**config.mk**
```make
export PLATFORM = sky130hd
export DESIGN_NAME = pingpong_ram_rd
export DESIGN_NICKNAME = d
export VERILOG_FILES = /design/src/rtl/pingpong_pkg.sv /design/src/rtl/pp_prefetch_fifo.sv /design/src/rtl/pingpong_ram_rd.sv
export SDC_FILE = /design/constraint.sdc
export NUM_CORES = 1
export LEC_CHECK = 0
export ABC_AREA = 1
export ABC_CLOCK_PERIOD_IN_PS = 3100
export CAP_MARGIN = 20
export CORE_UTILIZATION = 35
export CTS_BUF_LIST = sky130_fd_sc_hd__clkbuf_8
export CTS_CLUSTER_SIZE = 24
export DETAILED_ROUTE_END_ITERATION = 8
export PLACE_DENSITY = 0.6
export SETUP_SLACK_MARGIN = 0.4
export SLEW_MARGIN = 20
export SYNTH_ARGS = -nofsm -noshare
export SYNTH_HDL_FRONTEND = slang
export SYNTH_HIERARCHICAL = 1
export SYNTH_SLANG_ARGS = --single-unit
```
**constraint.sdc**
```tcl
create_clock -name clk_100m -period 3.1 [get_ports clk_100m]
set_input_delay 0.775 -clock clk_100m [delete_from_list [all_inputs] [get_ports clk_100m]]
set_output_delay 0.775 -clock clk_100m [all_outputs]
set_load 0.05 [all_outputs]
```
**src/rtl/pingpong_pkg.sv**
```systemverilog
// pingpong_pkg: shared constants and FSM state type for the ping-pong read controller
package pingpong_pkg;
  localparam int DEPTH  = 35500;
  localparam int AW     = 16;
  localparam int DW     = 16;
  localparam int RD_LAT = 2;
  localparam int FIFO_D = 4;
  typedef enum logic [1:0] {IDLE, READ, DRAIN} state_t;
endpackage

```
**src/rtl/pp_prefetch_fifo.sv**
```systemverilog
// pp_prefetch_fifo: small synchronous FIFO with occupancy count for read-credit accounting
module pp_prefetch_fifo #(
  parameter int W  = 17,
  parameter int D  = 4,
  parameter int CW = $clog2(D + 1)
) (
  input  logic          clk_100m,
  input  logic          rst_n,
  input  logic          wr,
  input  logic [W-1:0]  wdata,
  input  logic          rd,
  output logic [W-1:0]  rdata,
  output logic          empty,
  output logic [CW-1:0] count
);
  localparam int PW = (D > 1) ? $clog2(D) : 1;
  logic [W-1:0] mem [D];
  logic [PW-1:0] wp, rp;
  logic do_rd;
  assign do_rd = rd & ~empty;
  assign empty = (count == '0);
  assign rdata = mem[rp];
  always_ff @(posedge clk_100m or negedge rst_n) begin
    if (!rst_n) begin
      wp    <= '0;
      rp    <= '0;
      count <= '0;
    end else begin
      if (wr) wp <= (wp == PW'(D - 1)) ? '0 : wp + 1'b1;
      if (do_rd) rp <= (rp == PW'(D - 1)) ? '0 : rp + 1'b1;
      count <= count + CW'(wr) - CW'(do_rd);
    end
  end
  always_ff @(posedge clk_100m) begin
    if (wr) mem[wp] <= wdata;
  end
endmodule

```
**src/rtl/pingpong_ram_rd.sv**
```systemverilog
// pingpong_ram_rd: reads completed ping-pong banks in order and streams them over valid/ready
module pingpong_ram_rd #(
  parameter int DEPTH  = pingpong_pkg::DEPTH,
  parameter int AW     = pingpong_pkg::AW,
  parameter int DW     = pingpong_pkg::DW,
  parameter int RD_LAT = pingpong_pkg::RD_LAT,
  parameter int FIFO_D = pingpong_pkg::FIFO_D
) (
  input  logic          clk_100m,
  input  logic          rst_n,
  input  logic          ram_1_full,
  input  logic          ram_2_full,
  output logic          en_rd1,
  output logic          en_rd2,
  output logic [AW-1:0] addr_rd,
  input  logic [DW-1:0] dout_1,
  input  logic [DW-1:0] dout_2,
  output logic [DW-1:0] m_tdata,
  output logic          m_tvalid,
  input  logic          m_tready,
  output logic          m_tlast,
  output logic          rd_done1,
  output logic          rd_done2,
  output logic          busy,
  output logic          overrun,
  output logic [7:0]    overrun_cnt
);
  import pingpong_pkg::*;
  localparam int CW = $clog2(FIFO_D + 1);
  state_t state, state_n;
  logic [AW-1:0] issue_addr, rcv_cnt;
  logic sel, full1_q, full2_q, pend1, pend2;
  logic rise1, rise2, ov1, ov2, take1, take2;
  logic issue, last_issue, wr, pop, last_beat, empty, head_last;
  logic [RD_LAT-1:0] vld_d, bank_d;
  logic [CW-1:0] outst, count;
  logic [DW-1:0] head_data;
  logic [8:0] ov_sum;
  assign busy  = (state != IDLE);
  assign rise1 = ram_1_full & ~full1_q;
  assign rise2 = ram_2_full & ~full2_q;
  // an edge for a bank already queued or being read is an overrun and never re-queues it
  assign ov1   = rise1 & (pend1 | (busy & ~sel));
  assign ov2   = rise2 & (pend2 | (busy & sel));
  assign take1 = (state == IDLE) & pend1;
  assign take2 = (state == IDLE) & pend2 & ~pend1;
  // credit covers reads in the BRAM pipeline plus entries already buffered
  assign issue = (state == READ) & (int'(issue_addr) < DEPTH) & (int'(outst) + int'(count) < FIFO_D);
  assign last_issue = issue & (issue_addr == AW'(DEPTH - 1));
  assign wr        = vld_d[RD_LAT-1];
  assign pop       = m_tvalid & m_tready;
  assign last_beat = pop & m_tlast;
  assign en_rd1    = issue & ~sel;
  assign en_rd2    = issue & sel;
  assign addr_rd   = issue_addr;
  assign m_tvalid  = ~empty;
  assign m_tdata   = empty ? '0 : head_data;
  assign m_tlast   = ~empty & head_last;
  assign rd_done1  = (state == DRAIN) & last_beat & ~sel;
  assign rd_done2  = (state == DRAIN) & last_beat & sel;
  assign ov_sum    = 9'(overrun_cnt) + 9'(ov1) + 9'(ov2);
  always_comb begin
    state_n = (state == IDLE) ? ((pend1 | pend2) ? READ : IDLE)
            : (state == READ) ? (last_issue ? DRAIN : READ)
            : (last_beat ? IDLE : DRAIN);
  end
  always_ff @(posedge clk_100m or negedge rst_n) begin
    if (!rst_n) begin
      state       <= IDLE;
      full1_q     <= 1'b0;
      full2_q     <= 1'b0;
      pend1       <= 1'b0;
      pend2       <= 1'b0;
      sel         <= 1'b0;
      issue_addr  <= '0;
      rcv_cnt     <= '0;
      vld_d       <= '0;
      bank_d      <= '0;
      outst       <= '0;
      overrun     <= 1'b0;
      overrun_cnt <= '0;
    end else begin
      state       <= state_n;
      full1_q     <= ram_1_full;
      full2_q     <= ram_2_full;
      pend1       <= (pend1 & ~take1) | (rise1 & ~ov1);
      pend2       <= (pend2 & ~take2) | (rise2 & ~ov2);
      sel         <= take1 ? 1'b0 : take2 ? 1'b1 : sel;
      issue_addr  <= (state == IDLE) ? '0 : issue_addr + AW'(issue & ~last_issue);
      rcv_cnt     <= (state == IDLE) ? '0 : rcv_cnt + AW'(wr & (rcv_cnt != AW'(DEPTH - 1)));
      vld_d       <= RD_LAT'({vld_d, issue});
      bank_d      <= RD_LAT'({bank_d, sel});
      outst       <= outst + CW'(issue) - CW'(wr);
      overrun     <= overrun | ov1 | ov2;
      overrun_cnt <= ov_sum[8] ? 8'hff : ov_sum[7:0];
    end
  end
  pp_prefetch_fifo #(.W(DW + 1), .D(FIFO_D), .CW(CW)) u_fifo (
    .clk_100m (clk_100m),
    .rst_n    (rst_n),
    .wr       (wr),
    .wdata    ({rcv_cnt == AW'(DEPTH - 1), bank_d[RD_LAT-1] ? dout_2 : dout_1}),
    .rd       (m_tready),
    .rdata    ({head_last, head_data}),
    .empty    (empty),
    .count    (count)
  );
endmodule

```
==> results.md, run 1 <==
* Final Cycle Share at 0.8671
* Clk_skew at 0.01146 ns
* Peak VDD IR at 907.6 µV
* Multi-input combinational cell area at 2242 µm²
* Sequential area share after synthesis at 0.5686
* Fmax at 372.0 MHz
* Commonest cells after routing, fill and taps aside: nand2_1 (122), inv_1 (115), edfxtp_1 (68), nor2_1 (64), clkdlybuf4s50_1 (60)
* Hold Crit Depth at 0
* Hold WC Path Type: reg -> reg
* Area grow syn2layout at 26.11%
* Core Area at 17,480 µm²
* Port Buffers at 84
* Drt total wl at 13.16 mm
* CTS Root Cell: clkbuf_8
* Slowest cell on crit path: clkdlybuf4s50_1
* Crit path kind: in -> out
* Synthesis Warnings at 6
* Largest stage delay on the critical path at 0.59 ns
* Critical path depth in cells at 4
* Clk sink count at 130
* Kind of start point of the critical path: input port
* Crit path DAT at 1.91 ns
* Slew HR at 0.4215
* Fin util at 0.4560
* Placed Instances at 943
* Critical Path Start: m_tready
* CP Buf/Inv Count at 2
* Grt total ovfl at 0
* #FFs+latches synth at 130
* DIE HEIGHT at 136.4 µm
* # hold bufs at CTS at 0
* Status: finished, final reports clean
* Vias/cell at 4.715
* R2r startpoint: u_fifo/count[2]$_DFF_PN0_
* Die width at 136.4 µm
* Cells after Synth at 647
* Mean post-synth cell area at 9.768 µm²
* Initial antenna violation count at 0
* Worst Max-Slew Pin Slew at 0.8668 ns
* Die area at 18,600 µm²
* Fin crit period at 2.688 ns
* FF/Latch Area at 3601 µm²
* Share of cells above drive strength 1 at 0.1724
* Largest net degree at the start of global routing at 37
* HPWL Detailed at 8.759 mm
* Leak at 3.482 nW
* Post-synthesis cell area at 6320 µm²
* N_diodes at 0
* Final TNS setup at 0 ns
* DR vias at 4,644
* Vias in the first global route at 4,579
* Syn_nets at 703
* Hold slack at 0.3527 ns
* Critical path required time at 2.32 ns
* Cell Pwr Density at 939.7 nW/µm²
* Finished Layout Cells at 985
* Fillers at 1,640
* Routability congestion estimate at 0.8411
* CTS clk-pin slew, worst paths at 0.08 ns
* First-pass GRT wire length at 21.54 mm
* Initial core utilization at 0.3616
* Fin. Hold Viols at 0
* DR WL/cell at 13.36 µm
* I/O pin total at 85
* Worst-skew pair later-pin latency at 0.44 ns
* RSZ-0062 raised after global routing: yes
* Cell Rows at 48
* CP Max Fanout at 4
* Crit-path leading delay family: buffers and inverters
* Total track usage at 0.1523
* Leading cell type in the layout, fill and taps excluded: nand2_1
* Worst hold start: bank_d[0]$_DFF_PN0_
* Max-Cap Viols at 0
* Yosys cell types at 37
* Reg2Reg Depth at 15
* CTS Buf Count at 17
* Crit. End Element: output port
* Drt drc at 0
* Post-route ant nets at 0
* Clock Path Buffers at 2
* Final setup viols at 0
* 1st-iter DRT viols at 239
* CP cell instances: clkdlybuf4s50_1 -> nand2_4 -> nor4_4 -> buf_12
* CTS tree: yes
* H-tree levels at 4
* Net count, final at 803
* Router iterations before antenna repair at 5
* Slew Limit Fails at 0
-- synthesized netlist by cell type --
library cell	count	area share
nand4_1	3	0.0030
nor2_2	3	0.0030
xnor2_1	2	0.0028
dfrtp_1	62	0.25
inv_4	1	0.00099
buf_4	1	0.0012
o211ai_2	2	0.0040
o22ai_1	2	0.0020
o21ai_0	22	0.017
inv_2	1	0.00059
a31oi_1	4	0.0040
nand2_1	126	0.075
nor3b_2	1	0.0020
o21ai_2	1	0.0014
nand3_1	18	0.014
inv_1	117	0.069
edfxtp_1	68	0.32
xor2_1	5	0.0069
o21ai_1	7	0.0055
buf_2	6	0.0048
nand3_2	1	0.0016
a21oi_1	20	0.016
nor4_2	1	0.0020
o211ai_1	32	0.038
or2_2	1	0.00099
nand3b_1	1	0.0012
nor2_4	3	0.0053
mux2_2	16	0.029
nand2_2	3	0.0030
buf_6	10	0.018
nor3_4	1	0.0026
nor2_1	68	0.040
clkbuf_1	4	0.0024
nor4_1	4	0.0040
nor3_1	11	0.0087
fa_1	3	0.0095
ha_1	16	0.032
-- sequential cells by signal (all words and copies together) (netlist names) --
name,count
rcv_cnt,16
sel,1
outst,3
full1_q,1
pend1,1
overrun,1
u_fifo/mem,68
vld_d,2
addr_rd,16
u_fifo/count,3
u_fifo/rp,2
full2_q,1
bank_d,2
overrun_cnt,8
u_fifo/wp,2
state,2
pend2,1
-- cell type report --
type	instances	share of cell area
clock inverters	15	0.02151
multi-input cells	377	0.2813
well taps	225	0.03532
flip-flops and latches	130	0.4518
repair buffers	102	0.1234
inverters	119	0.05730
clock buffers	17	0.02936
-- kinds of logic (layout without fill, tap and decap cells) --
logic type | Yosys count | in the layout | share of synthesized area
AO/OA/AOI/OAI | 90 | 90 | 0.08810
flip-flops | 130 | 130 | 0.5686
XOR/XNOR | 7 | 7 | 0.009701
buffers and inverters | 140 | 253 | 0.09721
adder cells (fa/ha/maj) | 19 | 19 | 0.04118
AND/OR/NAND/NOR | 245 | 245 | 0.1667
multiplexers | 16 | 16 | 0.02851
-- layer usage --
layer | GRT usage | share of wire | vias to the layer above
met5 | 0 | 0 | -
met3 | 0.04661 | 0.051 | 9
met2 | 0.2609 | 0.49 | 101
met1 | 0.1824 | 0.45 | 2221
met4 | 0.04630 | 0.0097 | 0
li1 | - | - | 2313
-- path summary, 6_finish.rpt --
| kind | end | slack (ns) |
|---|---|---|
| max in group asynchronous | addr_rd[5]$_DFF_PN0_ | 1.93 |
| setup / recovery | rd_done1 | 0.41 |
| setup reg to reg | addr_rd[10]$_DFF_PN0_ | 0.60 |
| min in group asynchronous | overrun$_DFF_PN0_ | 0.41 |
| hold / removal | bank_d[1]$_DFF_PN0_ | 0.35 |
| hold reg to reg | bank_d[1]$_DFF_PN0_ | 0.35 |
-- power breakdown --
group / internal, mW / leakage, nW / switching (mW)
clock network: 0.739 / 0.198 / 0.743
logic: 1.23 / 1.89 / 2.30
registers: 2.19 / 1.40 / 0.280
total: 4.16 / 3.48 / 3.33
-- metrics by stage --
step	cell area, µm²	power, mW	setup slack, ns
after detailed placement	7373	5.781	0.1327
after global routing	7970	7.983	0.3030
after CTS	7861	7.393	0.3701
after global placement	7373	5.696	0.2967
final	7970	7.490	0.4119
after floorplan	6365	4.878	0.4048
-- timing repair --
item	CTS	global route
endpoints found under the setup margin	22	34
pin swaps	2	0
gates resized for setup	15	17
gates cloned	0	0
buffers inserted	6	4
Power figures use the tool's default switching activity.
==> inputs of run 2 (changes only) <==
--- a/config.mk
+++ b/config.mk
@@ -6,10 +6,11 @@
 export NUM_CORES = 1
 export LEC_CHECK = 0
 export ABC_AREA = 1
-export ABC_CLOCK_PERIOD_IN_PS = 3100
+export ABC_CLOCK_PERIOD_IN_PS = 3500
 export CAP_MARGIN = 20
 export CORE_UTILIZATION = 35
 export CTS_BUF_LIST = sky130_fd_sc_hd__clkbuf_8
+export CTS_CLUSTER_DIAMETER = 40
 export CTS_CLUSTER_SIZE = 24
 export DETAILED_ROUTE_END_ITERATION = 8
 export PLACE_DENSITY = 0.6
==> constraint.sdc (replaced) <==
create_clock -name clk_100m -period 3.5 [get_ports clk_100m]
set_input_delay 0.875 -clock clk_100m [delete_from_list [all_inputs] [get_ports clk_100m]]
set_output_delay 0.875 -clock clk_100m [all_outputs]
set_load 0.05 [all_outputs]
==> results.md, run 2 (synthesized netlist as in run 1, its figures left out) <==
* Status: finished, final reports clean
* Crit path DAT at 2.10 ns
* Final setup viols at 0
* Hold WC Path Type: reg -> reg
* FF/Latch Area at 3597 µm²
* Leading cell type in the layout, fill and taps excluded: nand2_1
* Crit path kind: reg -> out
* Clock Path Buffers at 2
* RSZ-0062 raised after global routing: yes
* Commonest cells after routing, fill and taps aside: nand2_1 (122), inv_1 (116), edfxtp_1 (68), nor2_1 (67), clkdlybuf4s50_1 (61)
* Worst Max-Slew Pin Slew at 0.8445 ns
* Clk_skew at 0.01027 ns
* # hold bufs at CTS at 0
* Biggest register: u_fifo/mem
* Reg2Reg Depth at 11
* Finished Layout Cells at 996
* Clk pwr share at 0.176
* Worst hold start: bank_d[0]$_DFF_PN0_
* Total track usage at 0.1490
* CTS clk-pin slew, worst paths at 0.08 ns
* Fillers at 1,617
* Post-DP Area at 7388 µm²
* Routability congestion estimate at 0.8513
* Area grow syn2layout at 25.99%
* DR WL/cell at 13.60 µm
* Sw Ratio at 0.4505
* Sw Pwr at 2.882 mW
* Slew HR at 0.4370
* Fin crit period at 2.978 ns
* Die area at 18,600 µm²
* Final TNS setup at 0 ns
* Initial core utilization at 0.3616
* CTS Root Cell: clkbuf_8
* Critical path required time at 2.62 ns
* Comb pwr share at 0.481
* Router iterations before antenna repair at 4
* Multi-input combinational cell area at 2170 µm²
* Net count, final at 814
* Vias/cell at 4.632
* Share of cells above drive strength 1 at 0.1608
* Drt total wl at 13.55 mm
* Post-route ant nets at 0
* Internal power at 3.516 mW
* CTS Buf Count at 17
* Fmax at 335.8 MHz
* Reg-to-reg setup timing slack at 0.85 ns
* Leak at 3.494 nW
* HPWL Detailed at 8.741 mm
* Placed Instances at 942
* Largest net degree at the start of global routing at 57
* First-pass GRT wire length at 21.37 mm
* N_diodes at 0
* Seq pwr share at 0.343
* Fin. Hold Viols at 0
* Drt drc at 0
* CTS tree: yes
* Core Area at 17,480 µm²
* Cell Pwr Density at 803.5 nW/µm²
* Peak VDD IR at 706.7 µV
* Final Cycle Share at 0.8509
* Vias in the first global route at 4,416
* CP Max Fanout at 5
* Clk sink count at 130
* Pwr Total at 6.398 mW
* I/O pin total at 85
* Max-Cap Viols at 0
* Crit. End Element: output port
* Largest register FFs at 68
* Fin util at 0.4556
* Initial antenna violation count at 0
* Worst-skew pair later-pin latency at 0.43 ns
* DIE HEIGHT at 136.4 µm
* Port Buffers at 84
* Hold Crit Depth at 0
* DR vias at 4,613
* R2r startpoint: state[0]$_DFF_PN0_
* Worst r2r dst: overrun_cnt[2]$_DFF_PN0_
* 1st-iter DRT viols at 228
* Slew Limit Fails at 0
* Hold EP: bank_d[1]$_DFF_PN0_
* Cell Rows at 48
* Grt total ovfl at 0
* Post-route design area at 7963 µm²
* Die width at 136.4 µm
* Kind of start point of the critical path: register
* H-tree levels at 4
==> run 2: timing repair <==
item | in CTS | in global routing
gates cloned | 1 | 3
endpoints found under the setup margin | 21 | 15
resized for setup | 38 | 27
endpoints found under the hold margin | 0 | 0
pin swaps | 0 | 4
buffers inserted | 6 | 12
==> run 2: cell type report <==
cell class	instances	area share
Timing Repair inverter	1	0.0006285
Sequential cell	130	0.4518
Tap cell	225	0.03536
Inverter	119	0.05720
Multi-Input combinational cell	377	0.2725
Timing Repair Buffer	112	0.1378
Clock inverter	14	0.01367
Clock buffer	18	0.03111
==> run 2: how the worst max path moves through the flow <==
| stage | start | end | depth (start not counted) |
|---|---|---|---|
| finish | u_fifo/count[1]$_DFF_PN0_ | m_tdata[4] | 6 |
| global route | u_fifo/rp[0]$_DFFE_PN0P_ | m_tdata[0] | 8 |
| CTS | u_fifo/count[2]$_DFF_PN0_ | en_rd2 | 7 |
| detailed placement | u_fifo/count[1]$_DFF_PN0_ | m_tdata[13] | 5 |
| global placement | u_fifo/count[1]$_DFF_PN0_ | m_tdata[13] | 5 |
| floorplan | u_fifo/rp[0]$_DFFE_PN0P_ | rd_done1 | 9 |
==> run 2: per-stage QoR <==
stage	hold slack (ns)	setup WS (ns)
2_1_floorplan	0.3312	0.4892
4_1_cts	0.3490	0.4126
5_1_grt	0.3619	0.3846
6_report	0.3480	0.5218
3_3_place_gp	0.3339	0.4821
3_5_place_dp	0.3379	0.4257
==> run 2: routing by layer <==
layer	part of all wire	track usage	vias to the layer above
met2	0.47	0.2490	106
li1	-	-	2322
met5	0	0	-
met1	0.47	0.1932	2172
met4	0.0099	0.03951	0
met3	0.045	0.03430	13
==> run 2: worst max-delay path, cell delays in order, from the launching register on <==
cell,delay (ns)
dfrtp_2,0.43
nor2_1,0.08
nand2_2,0.15
clkinvlp_4,0.22
buf_4,0.21
nor2_1,0.09
clkdlybuf4s15_1,0.50
==> run 2: power groups by stage <==
stage / clock [mW] / combinational (mW) / sequential [mW]
floorplan: 0 / 1.93 / 2.37
global placement: 0 / 2.84 / 2.21
detailed placement: 0 / 2.89 / 2.23
CTS: 1.16 / 2.89 / 2.18
global route: 1.22 / 3.38 / 2.23
finish: 1.13 / 3.08 / 2.19
==> inputs of run 3 (changes only) <==
--- a/config.mk
+++ b/config.mk
@@ -8,6 +8,7 @@
 export ABC_AREA = 1
 export ABC_CLOCK_PERIOD_IN_PS = 3500
 export CAP_MARGIN = 20
+export CORE_ASPECT_RATIO = 0.5
 export CORE_UTILIZATION = 35
 export CTS_BUF_LIST = sky130_fd_sc_hd__clkbuf_8
 export CTS_CLUSTER_DIAMETER = 40
@@ -18,5 +19,4 @@
 export SLEW_MARGIN = 20
 export SYNTH_ARGS = -nofsm -noshare
 export SYNTH_HDL_FRONTEND = slang
-export SYNTH_HIERARCHICAL = 1
 export SYNTH_SLANG_ARGS = --single-unit
==> results.md, run 3 <==
* GR peak layer: met2
* Share of cells above drive strength 1 at 0.1309
* Synthesis Warnings at 0
* Largest register FFs at 68
* Post-route ant nets at 0
* I/O pin total at 85
* Die width at 187.5 µm
* DR WL/cell at 13.35 µm
* Net count, final at 761
* Routability congestion estimate at 0.7954
* CTS tree: yes
* Vias in the first global route at 4,289
* Area grow syn2layout at 28.54%
* RSZ-0062 raised after global routing: yes
* Biggest register: u_fifo.mem
* Met1 usage at 0.2053
* Largest net degree at the start of global routing at 46
* CP Max Fanout at 2
* Fillers at 1,580
* Clk pwr share at 0.192
* Total track usage at 0.1535
* Sw Ratio at 0.4225
* Number of synthesized flops with an enable pin at 68
* Commonest cells after routing, fill and taps aside: nor2_1 (119), nand2_1 (71), edfxtp_1 (68), inv_1 (66)
* Yosys cell types at 34
* Comb pwr share at 0.481
* R2r startpoint: u_fifo.count[2]$_DFF_PN0_
* Leading cell type in the layout, fill and taps excluded: nor2_1
* First-pass GRT wire length at 21.12 mm
* Synth top area cells: edfxtp_1 (34%), dfrtp_1 (26%), nor2_1 (7.6%)
* Router iterations before antenna repair at 4
* Drt total wl at 12.62 mm
* Clk sink count at 130
* Status: finished, final reports clean
* Max-Cap Viols at 0
* Slew Limit Fails at 0
* Worst Max-Slew Pin Slew at 0.8354 ns
* # hold bufs at CTS at 0
* Grt total ovfl at 0
* Clk_skew at 0.01211 ns
* CTS Root Cell: clkbuf_8
* Worst-skew pair later-pin latency at 0.42 ns
* Top-count cell post-synth: nor2_1
* Final Cycle Share at 0.8684
* Initial core utilization at 0.3627
* Die area at 17,760 µm²
* Finished Layout Cells at 945
* Kind of start point of the critical path: input port
* Hold Crit Depth at 0
* Fin util at 0.4662
* Crit path kind: in -> out
* Synth top area share at 0.3392
* CTS Buf Count at 17
* Fmax at 329.0 MHz
* Cells after Synth at 610
* Hold slack at 0.3543 ns
* CTS clk-pin slew, worst paths at 0.07 ns
* DR vias at 4,445
* Sequential area share after synthesis at 0.5970
* Reg-to-reg setup timing slack at 0.81 ns
* Placed Instances at 913
* N_diodes at 0
* Critical path required time at 2.62 ns
* Final setup viols at 0
* Met3 Use GR at 0.03642
* Area leader, netlist: edfxtp_1
* Post-synthesis cell area at 6020 µm²
* Mean post-synth cell area at 9.868 µm²
* Peak VDD IR at 543.6 µV
* Fin crit period at 3.040 ns
* Hold EP: vld_d[1]$_DFF_PN0_
* HPWL Detailed at 8.360 mm
* Clock Path Buffers at 2
* Post-synth top cells: nor2_1 (122), nand2_1 (72), edfxtp_1 (68), inv_1 (65), dfrtp_1 (62)
* Cell Pwr Density at 860.2 nW/µm²
* Ys flop type: edfxtp_1
* Initial antenna violation count at 0
* Crit path DAT at 2.16 ns
* Cell Rows at 33
* Core Area at 16,600 µm²
* Fin. Hold Viols at 0
* Met2 usage at 0.2497
* Drt drc at 0
* Port Buffers at 84
* Slew HR at 0.4424
* Seq pwr share at 0.327
* Worst r2r dst: addr_rd[10]$_DFF_PN0_
* Crit. End Element: output port
* Leak at 3.153 nW
* Internal power at 3.844 mW
* Reg2Reg Depth at 15
* #FFs+latches synth at 130
* Vias/cell at 4.704
* Hold WC Path Type: reg -> reg
* 1st-iter DRT viols at 216
* Sw Pwr at 2.812 mW
* Worst hold start: vld_d[0]$_DFF_PN0_
* DIE HEIGHT at 94.74 µm
* Ys async rst share at 0.4769
* Syn_nets at 666
* H-tree levels at 4
* Final TNS setup at 0 ns
## run 3: changes by cell type in the layout (fill, tap and decap cells not counted), sizes merged, moves of 3 or more
cell,change
nand2,-56
inv,-51
nor2,+49
o211ai,-34
o21ai,+32
a21oi,+19
clkbuf,-9
clkdlybuf4s15,-8
clkinvlp,-4
nand3,+3
nor3,+3
## run 3: what timing repair did
item                                    CTS  global route
gates cloned                              0             0
buffers inserted                          0             0
pin swaps                                 0             3
endpoints found under the setup margin    2             4
resized for setup                         6            15
## run 3: layer usage
metal | part of all wire | vias up
li1 | - | 2231
met1 | 0.50 | 2129
met2 | 0.45 | 74
met3 | 0.040 | 11
met4 | 0.0084 | 0
met5 | 0 | -
## run 3: critical path, cell delays in order
cell and delay [ns]:
clkdlybuf4s50_1 0.46, inv_1 0.06, nor2_2 0.10, nand4_1 0.27, nor2_2 0.25, buf_12 0.16
## run 3: cell type report
cell class                      count  area (µm²)  area share
Clock buffer                       17       234.0     0.03024
Clock inverter                     15       158.9     0.02054
Inverter                           67       254.0     0.03283
Multi-Input combinational cell    395        2108      0.2725
Sequential cell                   130        3595      0.4646
Tap cell                          227       284.0     0.03671
Timing Repair Buffer               94        1104      0.1426
## run 3: worst max-delay path by stage
stage          depth (start not counted)                      start  slack [ns]                  endpoint
6_report                               6                   m_tready        0.46                  rd_done2
5_1_grt                                7  u_fifo.count[2]$_DFF_PN0_        0.39                    en_rd1
4_1_cts                                7  u_fifo.count[1]$_DFF_PN0_        0.40                    en_rd2
3_5_place_dp                           9                 ram_2_full        0.42  overrun_cnt[2]$_DFF_PN0_
3_3_place_gp                           6                   m_tready        0.43                  rd_done2
2_1_floorplan                          4                   m_tready        0.65                  rd_done1
## run 3: power by group through the flow
| stage | clock [mW] | combinational (mW) | sequential [mW] |
|---|---|---|---|
| 5_1_grt | 1.37 | 3.49 | 2.22 |
| 3_3_place_gp | 0 | 3.19 | 2.19 |
| 4_1_cts | 1.31 | 3.23 | 2.17 |
| 3_5_place_dp | 0 | 3.22 | 2.20 |
| 6_report | 1.28 | 3.20 | 2.18 |
| 2_1_floorplan | 0 | 1.70 | 2.38 |
## run 3: logic make-up (layout without fill, tap and decap cells)
kind of cell    Yosys count  in the layout  synth area share
mux                      16             16           0.02993
xor+xnor                  9              9           0.01310
fa+ha+maj                19             19           0.04323
buf+inv                  85            193           0.05446
simple gates            245            245            0.1729
flops                   130            130            0.5970
compound gates          106            106           0.08938
## run 3: through the flow
stage	setup slack (ns)	total power, mW	area [µm²]
floorplan	0.6539	4.079	6020
global placement	0.4299	5.378	7326
finish	0.4605	6.656	7737
global route	0.3930	7.086	7737
detailed placement	0.4186	5.419	7326
CTS	0.3985	6.709	7721
